[src/rtl/uart_d2h_tx.sv]
// UART transmitter that serialises 1-4 bytes of a 32-bit word, highest selected byte first.
// Define UART_TX_PARITY_EN to append an even-parity bit after the data bits of every byte.
module uart_d2h_tx #(
  parameter int CLKS_PER_BIT = 2083,
  parameter int STOP_BITS    = 1
) (
  input  logic        clk,
  input  logic        rst,
  input  logic        tx_valid,
  output logic        tx_ready,
  input  logic [31:0] tx_data,
  input  logic [1:0]  tx_len,
  output logic        uart_tx,
  output logic        busy,
  output logic        done
);

  localparam logic [15:0] BIT_RELOAD  = 16'(CLKS_PER_BIT - 1);
  localparam logic        STOP_RELOAD = 1'(STOP_BITS - 1);

  typedef enum logic [2:0] {
    IDLE,
    START,
    DATA,
`ifdef UART_TX_PARITY_EN
    PARITY,
`endif
    STOP
  } state_e;

  state_e      state_q, state_d;
  logic [15:0] bitCnt_q, bitCnt_d;
  logic [2:0]  bitIdx_q, bitIdx_d;
  logic        stopCnt_q, stopCnt_d;
  logic [1:0]  byteCnt_q, byteCnt_d;
  logic [31:0] data_q, data_d;
  logic        done_q, done_d;
  logic        readyEn_q;
  logic [7:0]  curByte;
  logic        bitEnd;

  // The byte counter doubles as the byte selector, so bytes leave from tx_len down to 0.
  assign curByte = data_q[{byteCnt_q, 3'b000} +: 8];
  assign bitEnd  = (bitCnt_q == 16'd0);

  // readyEn_q keeps tx_ready low until the first clock edge after reset is released.
  always_ff @(posedge clk or posedge rst) begin
    if (rst) begin
      state_q   <= IDLE;
      bitCnt_q  <= 16'd0;
      bitIdx_q  <= 3'd0;
      stopCnt_q <= 1'b0;
      byteCnt_q <= 2'd0;
      data_q    <= 32'd0;
      done_q    <= 1'b0;
      readyEn_q <= 1'b0;
    end else begin
      state_q   <= state_d;
      bitCnt_q  <= bitCnt_d;
      bitIdx_q  <= bitIdx_d;
      stopCnt_q <= stopCnt_d;
      byteCnt_q <= byteCnt_d;
      data_q    <= data_d;
      done_q    <= done_d;
      readyEn_q <= 1'b1;
    end
  end

  always_comb begin
    state_d   = state_q;
    bitCnt_d  = bitCnt_q;
    bitIdx_d  = bitIdx_q;
    stopCnt_d = stopCnt_q;
    byteCnt_d = byteCnt_q;
    data_d    = data_q;
    done_d    = 1'b0;
    case (state_q)
      IDLE: begin
        if (tx_valid && tx_ready) begin
          state_d   = START;
          bitCnt_d  = BIT_RELOAD;
          data_d    = tx_data;
          byteCnt_d = tx_len;
        end
      end
      START: begin
        if (bitEnd) begin
          state_d  = DATA;
          bitCnt_d = BIT_RELOAD;
          bitIdx_d = 3'd7;
        end else begin
          bitCnt_d = bitCnt_q - 16'd1;
        end
      end
      DATA: begin
        if (bitEnd) begin
          bitCnt_d = BIT_RELOAD;
          if (bitIdx_q == 3'd0) begin
`ifdef UART_TX_PARITY_EN
            state_d   = PARITY;
`else
            state_d   = STOP;
            stopCnt_d = STOP_RELOAD;
`endif
          end else begin
            bitIdx_d = bitIdx_q - 3'd1;
          end
        end else begin
          bitCnt_d = bitCnt_q - 16'd1;
        end
      end
`ifdef UART_TX_PARITY_EN
      PARITY: begin
        if (bitEnd) begin
          state_d   = STOP;
          bitCnt_d  = BIT_RELOAD;
          stopCnt_d = STOP_RELOAD;
        end else begin
          bitCnt_d = bitCnt_q - 16'd1;
        end
      end
`endif
      // The next byte's start bit follows the last stop bit directly, with no idle gap.
      STOP: begin
        if (bitEnd) begin
          if (stopCnt_q != 1'b0) begin
            stopCnt_d = stopCnt_q - 1'b1;
            bitCnt_d  = BIT_RELOAD;
          end else if (byteCnt_q != 2'd0) begin
            state_d   = START;
            bitCnt_d  = BIT_RELOAD;
            byteCnt_d = byteCnt_q - 2'd1;
          end else begin
            state_d  = IDLE;
            bitCnt_d = 16'd0;
            done_d   = 1'b1;
          end
        end else begin
          bitCnt_d = bitCnt_q - 16'd1;
        end
      end
      default: state_d = IDLE;
    endcase
  end

  always_comb begin
    uart_tx = 1'b1;
    case (state_q)
      START:   uart_tx = 1'b0;
      DATA:    uart_tx = curByte[bitIdx_q];
`ifdef UART_TX_PARITY_EN
      PARITY:  uart_tx = ^curByte;
`endif
      default: uart_tx = 1'b1;
    endcase
  end

  assign tx_ready = (state_q == IDLE) && readyEn_q;
  assign busy     = (state_q != IDLE);
  assign done     = done_q;

endmodule

[config.mk]
export PLATFORM = sky130hd
export DESIGN_NAME = uart_d2h_tx
export DESIGN_NICKNAME = d
export VERILOG_FILES = /design/src/rtl/uart_d2h_tx.sv
export SDC_FILE = /design/constraint.sdc
export NUM_CORES = 1
export LEC_CHECK = 0
export ABC_CLOCK_PERIOD_IN_PS = 2100
export CORE_MARGIN = 1.5
export CORE_UTILIZATION = 40
export DETAILED_ROUTE_END_ITERATION = 8
export SLEW_MARGIN = 10
export SYNTH_ARGS = -nofsm -noshare
export SYNTH_HDL_FRONTEND = slang
export SYNTH_SLANG_ARGS = --single-unit
[constraint.sdc]
create_clock -name clk -period 2.1 [get_ports clk]
set_input_delay 0.42 -clock clk [delete_from_list [all_inputs] [get_ports clk]]
set_output_delay 0.42 -clock clk [all_outputs]
set_load 0.03 [all_outputs]
After elaboration in Yosys (flattened, before gate mapping). Cells that the tools add are included.

Bitwise operators: 0. Multiply operators: 0. Multiplexer cells: 35. Equality and inequality tests: 11. Order comparisons: 1. Div/mod/pow operators: 0. Reductions and logical operators: 18. $add $sub $neg: 4. Shifts and indexed selects: 1.

Operators with widths (number): $mux W16 (3); $pmux W16 S3 (1); $shiftx A32 B6 Y8 (1); $mux W3 (9); $mux W12 (2); $logic_not A16 Y1 (1); $ne A2 B2 Y1 const B (8); $sub A16 B1 Y16 const B (1); $pmux W3 S4 (1); $mux W1 (10); $mux W2 (4); $reduce_and A4 Y1 (2); $reduce_bool A2 Y1 (4); $eq A3 B2 Y1 const B (2); $logic_not A3 Y1 (2); $pmux W3 S2 (1); $reduce_and A6 Y1 (1); $reduce_bool A3 Y1 (2); $reduce_and A5 Y1 (1); $lt A3 B4 Y1 const B (1); $pmux W1 S2 (2); $pmux W2 S2 (1); $reduce_and A2 Y1 (2); $bmux W1 S3 (1); 6 further kinds (7).

Bits in latches: 0. ROM bits: 0. Output and inout bits: 4. Word-level logic and storage cells: 78. Flip-flop bits (word level): 59. Memory bits (writable): 0. Memories: 0. Bits of input ports: 37.

Logic depth before layout (Yosys ltp).
Depth in word-level cells: 5. Gate-level depth with buffers: 9. Gate-level depth less buffers: 7.

Least setup slack after synthesis. Ideal clock, no wire load.

Path kind: flip-flop to output port. From: register byteCnt_q[0]. To: output port uart_tx. Path buffers: 1. Setup slack: -0.078 ns. Data required time: 1.680 ns. Data arrival time: 1.758 ns. Cell stages (with the launch flop): 6. Cells stage by stage: dfrtp_1 -> buf_4 -> mux4_2 -> mux4_2 -> nor2_1 -> nor2_1.

Word-level cells in the longest chain between the ends: 4.

Ends and longest elaborated chain: start: declaration (RTL line 35) `logic [1:0] byteCnt_q, byteCnt_d;`; start signal: assignment (RTL line 62) `byteCnt_q <= byteCnt_d;`; $shiftx A32 B6 Y8 (RTL line 43) `assign curByte = data_q[{byteCnt_q, 3'b000} +: 8];`; $bmux W1 S3 (RTL line 150) `DATA: uart_tx = curByte[bitIdx_q];`; $mux W1 (not written as such) (RTL line 150); $pmux W1 S2 (RTL line 148) `case (state_q)`; end: declaration (RTL line 13) `output logic uart_tx,`.

Every way passes these cells. The select of a mux whose other input is x is not followed.

Worst setup path after layout. Ends and elaborated chain as after synthesis.

==> impl_metrics.prom <==
# TYPE chip_impl_metric gauge
chip_impl_info{name="path_class",value="register to output pin"} 1
chip_impl_metric{name="yosysTopAreaCellShare",unit=""} 0.4653
chip_impl_metric{name="buffer_ports.inserted",unit=""} 40
chip_impl_info{name="worst_setup_path_end_kind",value="output pin"} 1
chip_impl_metric{name="setup_ws",unit="ps"} -447.1
chip_impl_metric{name="synth_cell_types",unit=""} 49
chip_impl_metric{name="place_hpwl",unit="µm"} 5030
chip_impl_metric{name="synth_seq_cells",unit=""} 57
chip_impl_metric{name="die_h",unit="µm"} 90.54
chip_impl_metric{name="area_growth_syn_to_layout",unit="%"} 39.06
chip_impl_metric{name="floorplan.initialDensity",unit=""} 0.4182
chip_impl_metric{name="postPlaceCellArea",unit="µm²"} 3857
chip_impl_metric{name="seq_area_frac_synth",unit=""} 0.4653
chip_impl_info{name="synth.top_cells.by_count",value="sky130_fd_sc_hd__dfrtp_1, sky130_fd_sc_hd__mux2_2, sky130_fd_sc_hd__inv_1"} 1
chip_impl_metric{name="reg2reg_setup_slack",unit="ps"} 20
chip_impl_metric{name="sequential_cell_area",unit="µm²"} 1428
chip_impl_metric{name="worst_ir_drop_vdd",unit="V"} 0.0006141
chip_impl_metric{name="routed_wl",unit="µm"} 7115
chip_impl_info{name="grt_setup_unrepaired",value="yes"} 1
chip_impl_metric{name="grt_pass1_vias",unit=""} 2435
chip_impl_metric{name="diodes",unit=""} 0
chip_impl_metric{name="switchingPower",unit="mW"} 2.593
chip_impl_metric{name="timing.critical_path.arrival",unit="ps"} 2130
chip_impl_info{name="min-delay-path-class",value="input pin to async pin"} 1
chip_impl_info{name="r2r_start",value="bitCnt_q[1]"} 1
chip_impl_metric{name="first_iter_violations",unit=""} 124
chip_impl_metric{name="cts.sinks",unit=""} 57
chip_impl_metric{name="top_level_ports",unit=""} 41
chip_impl_info{name="status",value="finished with violations"} 1
chip_impl_metric{name="ys_async_sr_fraction",unit=""} 1.000
chip_impl_metric{name="drive_above_1_share",unit=""} 0.3795
chip_impl_metric{name="chipWidth",unit="µm"} 90.54
chip_impl_metric{name="timing.final.max_slew_violations",unit=""} 0
chip_impl_metric{name="coreArea",unit="µm²"} 7331
chip_impl_info{name="root_buffer_master",value="sky130_fd_sc_hd__clkbuf_8"} 1
chip_impl_metric{name="vias_per_cell",unit=""} 5.309
chip_impl_info{name="timing.critical_path.from",value="byteCnt_q[0]"} 1
chip_impl_info{name="synth_most_common_cell",value="sky130_fd_sc_hd__dfrtp_1"} 1
chip_impl_metric{name="post_synth_instance_area",unit="µm²"} 3065
chip_impl_metric{name="numPlacedInstances",unit=""} 439
chip_impl_metric{name="detailed_routing_iterations_pass_1",unit=""} 7
chip_impl_metric{name="p_leak",unit="nW"} 1.902
chip_impl_info{name="failed_checks",value="setup timing"} 1
chip_impl_info{name="synth.top_cells.by_area",value="sky130_fd_sc_hd__dfrtp_1, sky130_fd_sc_hd__mux2_2, sky130_fd_sc_hd__mux4_2"} 1
chip_impl_metric{name="clockPowerShare",unit=""} 0.171
chip_impl_metric{name="final_cell_area",unit="µm²"} 4263
chip_impl_metric{name="post_synth.cell_area_avg",unit="µm²"} 11.31
chip_impl_metric{name="sequentialPowerShare",unit=""} 0.278
chip_impl_info{name="setup.worst_path.start_class",value="register"} 1
chip_impl_metric{name="grt.total_usage",unit=""} 0.1833
chip_impl_metric{name="routabilityCongestion",unit=""} 0.7774
chip_impl_metric{name="maximum_number_of_pins_on_one_net_before_global_route_repair",unit=""} 43
chip_impl_metric{name="ctsHtreeMaxLevel",unit=""} 3
chip_impl_metric{name="worst-endpoint-required",unit="ps"} 1680
chip_impl_info{name="tritoncts",value="built"} 1
chip_impl_metric{name="postSynthCellCount",unit=""} 271
chip_impl_metric{name="worst-path-max-fanout",unit=""} 5
chip_impl_metric{name="multi_input_area",unit="µm²"} 1600
chip_impl_metric{name="min_period",unit="ps"} 2547
chip_impl_metric{name="antenna_left",unit=""} 0
chip_impl_metric{name="final-instance-count-excl-fill",unit=""} 460
chip_impl_metric{name="pwr_density_cell",unit="nW/µm²"} 1618
chip_impl_metric{name="final_min_period_over_clock_period",unit=""} 1.213
chip_impl_metric{name="routed-via-count",unit=""} 2442
chip_impl_metric{name="clk-insertion-delay-late",unit="ps"} 340
chip_impl_metric{name="total_clock_buffers_created_by_cts",unit=""} 9
chip_impl_metric{name="std_cell_rows",unit=""} 31
chip_impl_metric{name="grt_overflow",unit=""} 0
chip_impl_metric{name="comb_power_share",unit=""} 0.551
chip_impl_metric{name="final_hold_viol_count",unit=""} 0
chip_impl_metric{name="power",unit="mW"} 6.896
chip_impl_metric{name="clock-skew-final",unit="ps"} 8.747
chip_impl_metric{name="clk_pin_slew",unit="ps"} 70
chip_impl_metric{name="grt_pass1_wl",unit="µm"} 11730
chip_impl_metric{name="finalSetupTns",unit="ps"} -447.1
chip_impl_metric{name="ys.warnings.count",unit=""} 0
chip_impl_metric{name="postCtsHoldBufs",unit=""} 0
chip_impl_metric{name="timing.max_cap.violations",unit=""} 0
chip_impl_metric{name="net_switching_share_of_the_total_power",unit=""} 0.3760
chip_impl_metric{name="filler_cell_count",unit=""} 605
chip_impl_metric{name="grt_antenna_before_repair",unit=""} 0
chip_impl_metric{name="mappedNetlistNets",unit=""} 319
chip_impl_metric{name="synth-edff-count",unit=""} 0
chip_impl_metric{name="cts_buffer_depth",unit=""} 2
chip_impl_metric{name="detail_route.drc_violations",unit=""} 0
chip_impl_metric{name="max_freq",unit="MHz"} 392.6
chip_impl_metric{name="area_of_the_die",unit="µm²"} 8197
chip_impl_metric{name="setup_viol",unit=""} 1
chip_impl_metric{name="routedWlPerCell",unit="µm"} 15.47
chip_impl_metric{name="fin_nets",unit=""} 404
chip_impl_metric{name="finalCoreUtilization",unit=""} 0.5815
chip_impl_info{name="synth_ff_type",value="sky130_fd_sc_hd__dfrtp_1"} 1
chip_impl_info{name="yosys.area.top_type",value="sky130_fd_sc_hd__dfrtp_1"} 1
chip_impl_metric{name="cell_internal_pwr",unit="mW"} 4.303
==> cells by family after synthesis <==
group,synth area share
AND/OR/NAND/NOR,0.1249
multiplexers,0.1967
adder cells (fa/ha/maj),0.04490
other,0.001223
flip-flops,0.4653
AO/OA/AOI/OAI,0.1208
buffers and inverters,0.04612
==> worst max-delay path, stage by stage (launching register included) <==
cell                      delay, ps
sky130_fd_sc_hd__dfrtp_2        470
sky130_fd_sc_hd__mux4_2         540
sky130_fd_sc_hd__mux4_2         490
sky130_fd_sc_hd__nor2_2         110
sky130_fd_sc_hd__nor2_2          60
sky130_fd_sc_hd__buf_6          130
==> cells in the final DEF (no fill, tap or decap), types with 2 or more instances in the layout <==
cell                              instances
sky130_fd_sc_hd__bufinv_16                2
sky130_fd_sc_hd__clkinv_4                 3
sky130_fd_sc_hd__nor3_1                   5
sky130_fd_sc_hd__a22oi_1                  2
sky130_fd_sc_hd__dfrtp_1                 56
sky130_fd_sc_hd__o22ai_1                  2
sky130_fd_sc_hd__inv_2                    3
sky130_fd_sc_hd__mux4_2                   9
sky130_fd_sc_hd__o21ai_0                 12
sky130_fd_sc_hd__nand2_1                 17
sky130_fd_sc_hd__a21oi_2                  4
sky130_fd_sc_hd__a31oi_1                 11
sky130_fd_sc_hd__o21ai_1                  5
sky130_fd_sc_hd__mux2_4                   2
sky130_fd_sc_hd__nor4_4                   2
sky130_fd_sc_hd__mux2_2                  32
sky130_fd_sc_hd__buf_12                   3
sky130_fd_sc_hd__clkbuf_8                10
sky130_fd_sc_hd__buf_4                   41
sky130_fd_sc_hd__nor3_4                   3
sky130_fd_sc_hd__nand2b_1                 3
sky130_fd_sc_hd__or4_4                    4
sky130_fd_sc_hd__nor2_1                  10
sky130_fd_sc_hd__buf_8                    2
sky130_fd_sc_hd__and2_1                   2
sky130_fd_sc_hd__inv_1                   16
sky130_fd_sc_hd__ha_1                    10
sky130_fd_sc_hd__or3_1                    2
sky130_fd_sc_hd__nor2_2                   2
sky130_fd_sc_hd__buf_6                    3
sky130_fd_sc_hd__a21oi_1                 14
sky130_fd_sc_hd__clkdlybuf4s50_1         37
sky130_fd_sc_hd__or4_1                    2
==> cell type report <==
cell class | count | area share
clock inverters | 6 | 0.02143
multi-input cells | 182 | 0.3754
clock buffers | 10 | 0.03229
inverters | 19 | 0.01673
flip-flops and latches | 57 | 0.3349
repair buffers | 87 | 0.1902
well taps | 99 | 0.02906
==> layer usage <==
layer | routed length (µm) | part of all wire | global-route usage
met1 | 3374 | 0.47 | 0.2516
met2 | 3400 | 0.48 | 0.2794
met3 | 243 | 0.034 | 0.04966
met4 | 96 | 0.013 | 0.06217
met5 | 0 | 0 | 0
==> state kept, by name (all words and copies together) (netlist names) <==
register	count
data_q	32
state_q	2
bitIdx_q	3
byteCnt_q	2
bitCnt_q	16
done	1
readyEn_q	1
==> path summary, 6_finish.rpt <==
check | endpoint | cells after the start
max | uart_tx | 5
min in group clk | bitCnt_q[15] | 1
min | bitCnt_q[15] | 2
max in group asynchronous | byteCnt_q[0] | 3
min reg2reg | bitCnt_q[15] | 1
max reg2reg | bitCnt_q[15] | 7
==> power groups by stage <==
stage / registers [mW] / logic (mW) / clock network, mW
3_5_place_dp: 1.93 / 3.48 / 0
5_1_grt: 1.99 / 4.17 / 1.25
3_3_place_gp: 1.90 / 3.44 / 0
6_report: 1.92 / 3.80 / 1.18
2_1_floorplan: 1.85 / 2.28 / 0
4_1_cts: 1.92 / 3.62 / 1.21
==> metrics by stage <==
stage,setup slack (ps),hold WS [ps]
floorplan,-39.72,451.3
global placement,-317.7,471.1
detailed placement,-293.8,484.3
CTS,-492.5,386.3
global route,-514.2,396.9
finish,-447.1,376.3
==> repair_timing <==
action,in CTS,in global routing
cloned,0,0
setup endpoints to repair,24,23
resized for setup,14,20
buffers inserted,4,1
pin swaps,5,10
Note: power is estimated with default switching activity, not from simulation.
